File: src/rtl/valid_ready_round_robin_arbiter_if.sv
`default_nettype none
// ============================================================================
// Module      : valid_ready_round_robin_arbiter_if
// Description : Handshake bundle for the round-robin arbiter. It carries the
//               per-channel write side and the single registered read side.
// Revision    : 1.0 - initial release
// ============================================================================
interface valid_ready_round_robin_arbiter_if #(
  parameter int WIDTH    = 8,
  parameter int CHANNELS = 4
);
  localparam int CHANNEL_WIDTH = (CHANNELS > 1) ? $clog2(CHANNELS) : 1;

  logic [CHANNELS*WIDTH-1:0] write_data;
  logic [CHANNELS-1:0]       write_valid;
  logic [CHANNELS-1:0]       write_last;
  logic [CHANNELS-1:0]       write_ready;
  logic [WIDTH-1:0]          read_data;
  logic [CHANNEL_WIDTH-1:0]  read_channel;
  logic                      read_last;
  logic                      read_valid;
  logic                      read_ready;

  // Requester/consumer side: drives the write bundle and the downstream ready
  modport master (
    output write_data, write_valid, write_last, read_ready,
    input  write_ready, read_data, read_channel, read_last, read_valid
  );

  // Arbiter side
  modport slave (
    input  write_data, write_valid, write_last, read_ready,
    output write_ready, read_data, read_channel, read_last, read_valid
  );
endinterface
`default_nettype wire

File: src/rtl/valid_ready_round_robin_arbiter.sv
`default_nettype none
// ============================================================================
// Module      : valid_ready_round_robin_arbiter
// Description : Round-robin arbiter sharing one valid-ready sink between
//               CHANNELS requesters. Multi-beat packets lock the grant until
//               their last beat. Output is a one-entry registered stage.
// Revision    : 1.0 - initial release
// ============================================================================
module valid_ready_round_robin_arbiter #(
  parameter int WIDTH    = 8,
  parameter int CHANNELS = 4
) (
  input  logic clock,
  input  logic reset,
  valid_ready_round_robin_arbiter_if.slave bus
);
  localparam int CHANNEL_WIDTH = (CHANNELS > 1) ? $clog2(CHANNELS) : 1;
  localparam logic [CHANNEL_WIDTH-1:0] LAST_CHANNEL = CHANNEL_WIDTH'(CHANNELS - 1);
  localparam logic [CHANNEL_WIDTH-1:0] ONE_CHANNEL  = CHANNEL_WIDTH'(1);

  typedef enum logic [0:0] {
    IDLE   = 1'b0,
    LOCKED = 1'b1
  } state_t;

  state_t                   state_q, state_d;
  logic [CHANNEL_WIDTH-1:0] pointer_q, pointer_d;
  logic [CHANNEL_WIDTH-1:0] locked_q, locked_d;
  logic [WIDTH-1:0]         read_data_q, read_data_d;
  logic [CHANNEL_WIDTH-1:0] read_channel_q, read_channel_d;
  logic                     read_last_q, read_last_d;
  logic                     read_valid_q, read_valid_d;

  logic                     accept;
  logic [CHANNEL_WIDTH-1:0] rr_grant;
  logic                     rr_found;
  logic [CHANNEL_WIDTH-1:0] rr_idx;
  logic [CHANNEL_WIDTH-1:0] grant;
  logic                     grant_valid;
  logic [CHANNEL_WIDTH-1:0] grant_next;
  logic                     beat;
  logic [WIDTH-1:0]         beat_data;
  logic                     beat_last;
  logic [CHANNELS-1:0]      ready_vec;

  // Round-robin search: first valid channel starting at the pointer, wrapping at CHANNELS-1
  always_comb begin
    rr_grant = pointer_q;
    rr_found = 1'b0;
    rr_idx   = pointer_q;
    for (int off = 0; off < CHANNELS; off++) begin
      if (!rr_found && bus.write_valid[rr_idx]) begin
        rr_found = 1'b1;
        rr_grant = rr_idx;
      end
      rr_idx = (rr_idx == LAST_CHANNEL) ? '0 : rr_idx + ONE_CHANNEL;
    end
  end

  // Grant selection, beat mux and per-channel ready; reset suppresses any transfer
  always_comb begin
    accept = ~read_valid_q | bus.read_ready;
    if (state_q == LOCKED) begin
      grant       = locked_q;
      grant_valid = bus.write_valid[locked_q];
    end else begin
      grant       = rr_grant;
      grant_valid = rr_found;
    end
    beat       = accept & grant_valid & ~reset;
    grant_next = (grant == LAST_CHANNEL) ? '0 : grant + ONE_CHANNEL;
    beat_data  = '0;
    beat_last  = 1'b0;
    ready_vec  = '0;
    for (int i = 0; i < CHANNELS; i++) begin
      if (grant == CHANNEL_WIDTH'(i)) begin
        beat_data    = bus.write_data[i*WIDTH +: WIDTH];
        beat_last    = bus.write_last[i];
        ready_vec[i] = beat;
      end
    end
  end

  // Next state: load the output stage on a beat, drain it otherwise; pointer moves only on packet end
  always_comb begin
    state_d        = state_q;
    pointer_d      = pointer_q;
    locked_d       = locked_q;
    read_data_d    = read_data_q;
    read_channel_d = read_channel_q;
    read_last_d    = read_last_q;
    read_valid_d   = read_valid_q;
    if (beat) begin
      read_data_d    = beat_data;
      read_channel_d = grant;
      read_last_d    = beat_last;
      read_valid_d   = 1'b1;
      if (beat_last) begin
        state_d   = IDLE;
        pointer_d = grant_next;
      end else begin
        state_d  = LOCKED;
        locked_d = grant;
      end
    end else if (bus.read_ready) begin
      read_valid_d = 1'b0;
    end
  end

  // State and output registers; reset drops any lock and buffered beat
  always_ff @(posedge clock) begin
    if (reset) begin
      state_q        <= IDLE;
      pointer_q      <= '0;
      locked_q       <= '0;
      read_data_q    <= '0;
      read_channel_q <= '0;
      read_last_q    <= 1'b0;
      read_valid_q   <= 1'b0;
    end else begin
      state_q        <= state_d;
      pointer_q      <= pointer_d;
      locked_q       <= locked_d;
      read_data_q    <= read_data_d;
      read_channel_q <= read_channel_d;
      read_last_q    <= read_last_d;
      read_valid_q   <= read_valid_d;
    end
  end

  assign bus.write_ready  = ready_vec;
  assign bus.read_data    = read_data_q;
  assign bus.read_channel = read_channel_q;
  assign bus.read_last    = read_last_q;
  assign bus.read_valid   = read_valid_q;

endmodule
`default_nettype wire

File: src/flat_wrapper.sv
// flat-port wrapper written by rule: the top's interface ports become plain ports
module valid_ready_round_robin_arbiter_flat 
#(
  parameter int WIDTH    = 8,
  parameter int CHANNELS = 4
)
  (clock, reset, bus_write_data, bus_write_valid, bus_write_last, bus_read_ready, bus_write_ready, bus_read_data, bus_read_channel, bus_read_last, bus_read_valid);
  valid_ready_round_robin_arbiter_if #(.WIDTH(WIDTH), .CHANNELS(CHANNELS)) bus_i ();
  input  logic clock;
  input  logic reset;
  input wire logic [$bits(bus_i.write_data)-1:0] bus_write_data;
  input wire logic [$bits(bus_i.write_valid)-1:0] bus_write_valid;
  input wire logic [$bits(bus_i.write_last)-1:0] bus_write_last;
  input wire logic [$bits(bus_i.read_ready)-1:0] bus_read_ready;
  output wire logic [$bits(bus_i.write_ready)-1:0] bus_write_ready;
  output wire logic [$bits(bus_i.read_data)-1:0] bus_read_data;
  output wire logic [$bits(bus_i.read_channel)-1:0] bus_read_channel;
  output wire logic [$bits(bus_i.read_last)-1:0] bus_read_last;
  output wire logic [$bits(bus_i.read_valid)-1:0] bus_read_valid;
  assign bus_i.write_data = bus_write_data;
  assign bus_i.write_valid = bus_write_valid;
  assign bus_i.write_last = bus_write_last;
  assign bus_i.read_ready = bus_read_ready;
  assign bus_write_ready = bus_i.write_ready;
  assign bus_read_data = bus_i.read_data;
  assign bus_read_channel = bus_i.read_channel;
  assign bus_read_last = bus_i.read_last;
  assign bus_read_valid = bus_i.read_valid;
  valid_ready_round_robin_arbiter #(.WIDTH(WIDTH), .CHANNELS(CHANNELS)) u_core (.clock(clock), .reset(reset), .bus(bus_i));
endmodule
File: config.mk
export PLATFORM = sky130hd
export DESIGN_NAME = valid_ready_round_robin_arbiter_flat
export DESIGN_NICKNAME = d
export VERILOG_FILES = /design/src/rtl/valid_ready_round_robin_arbiter_if.sv /design/src/rtl/valid_ready_round_robin_arbiter.sv /design/src/flat_wrapper.sv
export SDC_FILE = /design/constraint.sdc
export NUM_CORES = 1
export LEC_CHECK = 0
export CAP_MARGIN = 20
export CORE_AREA = 4 4 75 56
export CTS_BUF_LIST = sky130_fd_sc_hd__clkbuf_4 sky130_fd_sc_hd__clkbuf_8 sky130_fd_sc_hd__clkbuf_16
export DETAILED_ROUTE_END_ITERATION = 8
export DIE_AREA = 0 0 79 60
export GPL_TIMING_DRIVEN = 1
export HOLD_SLACK_MARGIN = 0.08
export PLACE_DENSITY_LB_ADDON = 0.1
export SYNTH_ARGS = -nofsm -noshare
export SYNTH_HDL_FRONTEND = slang
export SYNTH_SLANG_ARGS = --single-unit
File: constraint.sdc
create_clock -name clock -period 4.3 [get_ports clock]
set_input_delay 0.43 -clock clock [delete_from_list [all_inputs] [get_ports clock]]
set_output_delay 0.43 -clock clock [all_outputs]
set_load 0.05 [all_outputs]
# Word-level counts from Yosys, hierarchy flattened
# Cells that the tools add are included.
[word_totals]
reg_bits = 17
latchBits = 0
input_bits = 43
word_cells = 76
rom_bits = 0
mem_count = 0
output_inout_bits = 16
ramBits = 0
[op_classes]
reduce_logical = 10
mux = 38
n_shift = 0
multipliers = 0
bitwise = 6
magnitude_cmp = 5
div = 0
n_eq_ne = 6
add_sub_neg = 4
[op_table]
columns = ["operator", "count"]
rows = [
  ["two-way mux 8 bit", 4],
  ["two-way mux 1 bit", 21],
  ["two-way mux 2 bit", 8],
  ["< comparator 2 x 3 -> 1 bit (second input constant)", 5],
  ["binary-select mux 1 bit (select 2 bit)", 5],
  ["equality test 2 bit (second input constant)", 5],
  ["adder 2 x 1 -> 2 bit (second input constant)", 4],
  ["AND reduction 2 bit", 2],
  ["logical AND 1 bit", 3],
  ["zero test 1 bit", 3],
  ["inverter 1 bit", 3],
  ["AND 1 bit", 2],
  ["equality test 2 x 1 -> 1 bit (second input constant)", 1],
  ["zero test 2 bit", 1],
  ["nonzero test 2 bit", 1],
  ["bitwise OR 1 bit", 1],
]

# Logic depth before layout (Yosys ltp)
[depth]
ltp_word = 20
mapped_depth = 16
depth_no_buf = 14

# Worst setup path after synthesis
# Ideal clock, no wire load.
[synth_path]
kind = "reg2reg"
start = "reg u_core.pointer_q[0]"
end = "reg u_core.locked_q[1]"
period_less_slack_ns = 3.445
required_ns = 4.213
stages_incl_launch_ff = 17
t_arrival_ns = 3.357
setup_slack_ns = 0.855
setup_ns = 0.087
n_path_buf = 2
path_cell_list = "dfxtp_1 -> ha_1 -> buf_2 -> mux4_2 -> nor4b_4 -> a21oi_4 -> o211ai_2 -> o2bb2ai_2 -> inv_2 -> ha_1 -> nor2b_1 -> buf_2 -> a221oi_1 -> o31ai_1 -> inv_1 -> a311o_1 -> o31ai_1"
[synth_via]
elab_chain_len = 20
word_cells_on_any_way = 44
cone_classes = "add/sub: 3; eq/ne: 6; mux: 24; bitwise: 3; reduce/logical: 8"
[synth_rtl]
columns = ["element", "line", "text"]
rows = [
  ["start: declaration", "valid_ready_round_robin_arbiter.sv:27", "logic [CHANNEL_WIDTH-1:0] pointer_q, pointer_d;"],
  ["start signal: assignment", "valid_ready_round_robin_arbiter.sv:122", "pointer_q <= pointer_d;"],
  ["branches (longest 11 deep; another with adder 2 x 1 -> 2 bit)", "--", ""],
  ["two-way mux 2 bit (*)", "valid_ready_round_robin_arbiter.sv:52", "if (!rr_found && bus.write_valid[rr_idx]) begin"],
  ["two-way mux 2 bit (*)", "valid_ready_round_robin_arbiter.sv:63", "if (state_q == LOCKED) begin"],
  ["via u_core.grant[0]", "valid_ready_round_robin_arbiter.sv:38", "logic [CHANNEL_WIDTH-1:0] grant;"],
  ["zero test 2 bit", "valid_ready_round_robin_arbiter.sv:76", "if (grant == CHANNEL_WIDTH'(i)) begin"],
  ["two-way mux 1 bit (3 in series)", "valid_ready_round_robin_arbiter.sv:76", ""],
  ["two-way mux 1 bit (*)", "valid_ready_round_robin_arbiter.sv:76", ""],
  ["inverter 1 bit (no source line) (*)", "--", ""],
  ["AND reduction 2 bit (no source line) (*)", "--", ""],
  ["end signal: assignment", "valid_ready_round_robin_arbiter.sv:123", "locked_q <= locked_d;"],
  ["end: declaration", "valid_ready_round_robin_arbiter.sv:28", "logic [CHANNEL_WIDTH-1:0] locked_q, locked_d;"],
]
# Mark *: on every way through the listed nets, which the timed path passes. The select of a mux whose other input is x is not followed.
# A chain may end at the register's enable or synchronous reset.

# Worst setup path after layout
[layout_path]
start = "in bus_write_valid[1]"
end = "reg u_core.locked_q[1]"
[layout_via]
elab_chain_len = 20
word_cells_on_any_way = 37
cone_classes = "eq/ne: 3; mux: 23; bitwise: 3; reduce/logical: 8"
[layout_rtl]
columns = ["element", "line", "text"]
rows = [
  ["start: declaration", "flat_wrapper.sv:12", "input wire logic [$bits(bus_i.write_valid)-1:0] bus_write_valid;"],
  ["binary-select mux 1 bit (select 2 bit)", "valid_ready_round_robin_arbiter.sv:52", ""],
  ["two-way mux 1 bit (implied by the code)", "valid_ready_round_robin_arbiter.sv:52", ""],
  ["two-way mux 1 bit", "valid_ready_round_robin_arbiter.sv:52", ""],
  ["zero test 1 bit", "valid_ready_round_robin_arbiter.sv:52", ""],
  ["logical AND 1 bit", "valid_ready_round_robin_arbiter.sv:52", ""],
  ["two-way mux 1 bit", "valid_ready_round_robin_arbiter.sv:52", ""],
  ["zero test 1 bit", "valid_ready_round_robin_arbiter.sv:52", ""],
  ["logical AND 1 bit", "valid_ready_round_robin_arbiter.sv:52", ""],
  ["(+3 left out)", "--", ""],
  ["two-way mux 2 bit (*)", "valid_ready_round_robin_arbiter.sv:52", ""],
  ["two-way mux 2 bit (*)", "valid_ready_round_robin_arbiter.sv:63", ""],
  ["via u_core.grant[0]", "valid_ready_round_robin_arbiter.sv:38", ""],
  ["zero test 2 bit", "valid_ready_round_robin_arbiter.sv:76", ""],
  ["two-way mux 1 bit (3 in series)", "valid_ready_round_robin_arbiter.sv:76", ""],
  ["two-way mux 1 bit (*)", "valid_ready_round_robin_arbiter.sv:76", ""],
  ["inverter 1 bit (no source line) (*)", "--", ""],
  ["AND reduction 2 bit (no source line) (*)", "--", ""],
]
# The timed path passes the listed nets; every way through them passes the cells marked *. The select of a mux whose other input is x is not followed.

==> flow_metrics.env <==
export IMPL_outcome="completed"
export IMPL_drive_gt1_frac=0.137
export IMPL_htree_num_levels=1
export IMPL_synthArstFlopShare=0
export IMPL_cts_sinks=17
export IMPL_power_net_switching_uw=957
export IMPL_first_pass_iters=4
export IMPL_critPathMaxStageDelay_ns=0.58
export IMPL_vdd_drop_max_v=0.000620
export IMPL_fin_tns_setup_ns=0
export IMPL_drc=0
export IMPL_cp_max_fo=9
export IMPL_p_clk_frac=0.067
export IMPL_ys_types=49
export IMPL_post_route_period_util=0.914
export IMPL_post_drt_via_cell_ratio=5.53
export IMPL_grt_ovfl_total=0
export IMPL_grt_first_pass_wirelength_mm=6.89
export IMPL_cp_cell_sequence="clkdlybuf4s50_1, mux4_2, nor4b_4, a21oi_4, o211ai_2, o2bb2ai_2, inv_2, ha_1, nor2b_1, a221oi_1, o31ai_1, buf_4, inv_1, a311o_1, o31ai_1"
export IMPL_finalHoldViolCount=0
export IMPL_crit_path_start_kind="primary input"
export IMPL_io_buffer_count=58
export IMPL_cts_setup_buffers=0
export IMPL_synth_edff_count=0
export IMPL_clk_pin_slew_worst_paths_ns=0.06
export IMPL_cts_made_buffers=3
export IMPL_worst_ep_arrival_time_ns=4.09
export IMPL_critPathRequiredTime_ns=4.46
export IMPL_setup_viol=0
export IMPL_synth_most_common_cell="dfxtp_1"
export IMPL_wl_per_cell_um=15.2
export IMPL_clk_path_buf_depth=2
export IMPL_critPathBufInv=4
export IMPL_drt_iter0_markers=88
export IMPL_netSwitchingFraction=0.528
export IMPL_cp_end_kind="register"
export IMPL_dp_final_hpwl_mm=3.42
export IMPL_netlist_area_mm2=0.00147
export IMPL_insertion_delay_ns=0.25
export IMPL_fin_ws_ns=0.372
export IMPL_finalMaxSlewViolations=0
export IMPL_intPower_uw=854
export IMPL_grt_max_degree=20
export IMPL_grt_pass1_vias=1469
export IMPL_die_h_um=60
export IMPL_grtUsageTotal=0.182
export IMPL_crit_family="compound AO/OA/AOI/OAI gates"
export IMPL_clock_skew_ns=0.00158
export IMPL_pin_count=59
export IMPL_dpl_instance_area_mm2=0.00206
export IMPL_fin_util=0.609
export IMPL_ys_seq_area_frac=0.231
export IMPL_syn2layout_area_growth_pct=43.2
export IMPL_power_density_mw_per_mm2=858
export IMPL_syn_area_per_cell_um2=8.42
export IMPL_slew_headroom=0.608
export IMPL_power_uw=1810
export IMPL_antenna_left=0
export IMPL_postCtsResizedCells=0
export IMPL_finalCriticalPeriod_ns=3.93
export IMPL_row_count=18
export IMPL_hold_buffers=0
export IMPL_dpl_worst_slack_ns=0.154
export IMPL_max_cap_violations=0
export IMPL_synth_top_area_share=0.231
export IMPL_clock_root_buffer="clkbuf_8"
export IMPL_core_mm2=0.00347
export IMPL_synthTopCellsByArea="dfxtp_1 (23%), a221oi_1 (5.3%), a21oi_1 (5.1%), mux4_2 (4.6%), ha_1 (4.2%)"
export IMPL_cts_tree="yes"
export IMPL_crit_type="in2reg"
export IMPL_worstMarginPinSlew_ns=0.585
export IMPL_dieArea_mm2=0.00474
export IMPL_synth_fp_nets=223
export IMPL_synth_seq_cells=17
export IMPL_vias=1533
export IMPL_fill_cells=309
export IMPL_yosys_most_used_dff="dfxtp_1"
export IMPL_synthCells=175
export IMPL_nets=276
export IMPL_power_leakage_uw=0.000810
export IMPL_diodes=0
export IMPL_synth_common_cells="dfxtp_1 (17), a21oi_1 (15), nor2_1 (12), nand2_1 (11), nor2b_1 (10)"
export IMPL_fin_area_mm2=0.00211
export IMPL_combPwrFrac=0.783
export IMPL_hp_class="reg2reg"
export IMPL_r2r_slack_ns=0.39
export IMPL_p_seq_frac=0.150
export IMPL_fmax_mhz=255
export IMPL_gp_congestion=0.829
export IMPL_ys_warn_count=0
export IMPL_path_common_cell="o31ai_1"
export IMPL_die_x_um=79
export IMPL_cp_slowest_cell="mux4_2"
export IMPL_yosysTopAreaCell="dfxtp_1"
export IMPL_antenna_found_initial=0
export IMPL_wl_mm=4.21
export IMPL_start_util=0.425
export IMPL_rsz0062_at_grt="false"
final timing paths:
| check | startpoint | end | cells past startpoint |
|---|---|---|---|
| setup reg to reg | u_core.pointer_q[0] | u_core.locked_q[1] | 15 |
| hold / removal | u_core.bus.read_channel[1] | u_core.bus.read_channel[1] | 2 |
| hold reg to reg | u_core.bus.read_channel[1] | u_core.bus.read_channel[1] | 2 |
| setup / recovery | bus_write_valid[1] | u_core.locked_q[1] | 15 |
layer usage:
layer | GRT usage | wire (um) | vias to the layer above | share of wire
met3 | 0.0316 | 376 | 4 | 0.089
li1 | - | - | 761 | -
met1 | 0.278 | 2010 | 693 | 0.48
met4 | 0.0466 | 33 | 0 | 0.0078
met2 | 0.260 | 1780 | 75 | 0.42
met5 | 0 | 0 | - | 0
per-stage QoR:
step	cells	hold WS, ns
global route	277	0.520
floorplan	175	0.490
CTS	277	0.487
global placement	273	0.486
finish	277	0.490
detailed placement	273	0.470
layout by cell type (no fill, tap or decap), types with 2 or more instances in the layout:
| master | n |
|---|---|
| mux2i_1 | 5 |
| a31o_2 | 2 |
| mux4_2 | 3 |
| nor3_1 | 9 |
| a21oi_1 | 15 |
| nand2_1 | 11 |
| buf_4 | 10 |
| nor3b_1 | 2 |
| o31ai_1 | 4 |
| nor2_1 | 12 |
| inv_1 | 7 |
| ha_1 | 5 |
| o21ai_0 | 3 |
| a211oi_1 | 8 |
| nor2b_1 | 10 |
| a311o_1 | 2 |
| clkbuf_8 | 3 |
| clkdlybuf4s50_1 | 54 |
| dfxtp_1 | 17 |
| a221oi_1 | 9 |
| and2_1 | 7 |
registers in the layout, summed over array words and instances, names as in the netlist:
| register | count |
|---|---|
| u_core.bus.read_data | 8 |
| u_core.bus.read_channel | 2 |
| u_core.locked_q | 2 |
| u_core.pointer_q | 2 |
| u_core.bus.read_last | 1 |
| u_core.bus.read_valid | 1 |
| u_core.state_q | 1 |
layout make-up:
class,count,area (um2),area share
multi-input combinational,134,1010,0.480
timing repair buffer,64,616,0.292
sequential,17,340,0.161
tap,50,62.6,0.0296
clock buffer,4,48.8,0.0231
inverter,8,30.0,0.0142
worst reg2reg max path: stages (launching register included):
cell       delay, ns
dfxtp_1         0.32
ha_1            0.55
mux4_2          0.44
nor4b_4         0.17
a21oi_4         0.15
o211ai_2        0.10
o2bb2ai_2       0.28
inv_2           0.11
ha_1            0.23
nor2b_1         0.41
a221oi_1        0.16
o31ai_1         0.25
buf_4           0.18
inv_1           0.06
a311o_1         0.35
o31ai_1         0.07
power groups by stage:
stage | clock network, uW | logic [uW] | registers, uW
2_1_floorplan | 0 | 877 | 430
6_report | 121 | 1420 | 271
3_3_place_gp | 0 | 1380 | 270
5_1_grt | 129 | 1560 | 280
3_5_place_dp | 0 | 1400 | 273
4_1_cts | 123 | 1410 | 271
cell families after synthesis:
kind of cell | count (synthesis) | share of synthesized area
AO/OA/AOI/OAI | 61 | 0.323
AND/OR/NAND/NOR | 57 | 0.211
buffers and inverters | 24 | 0.0815
flip-flops | 17 | 0.231
multiplexers | 10 | 0.105
adder cells (fa/ha/maj) | 5 | 0.0424
XOR/XNOR | 1 | 0.00594
Power figures use the tool's default switching activity.
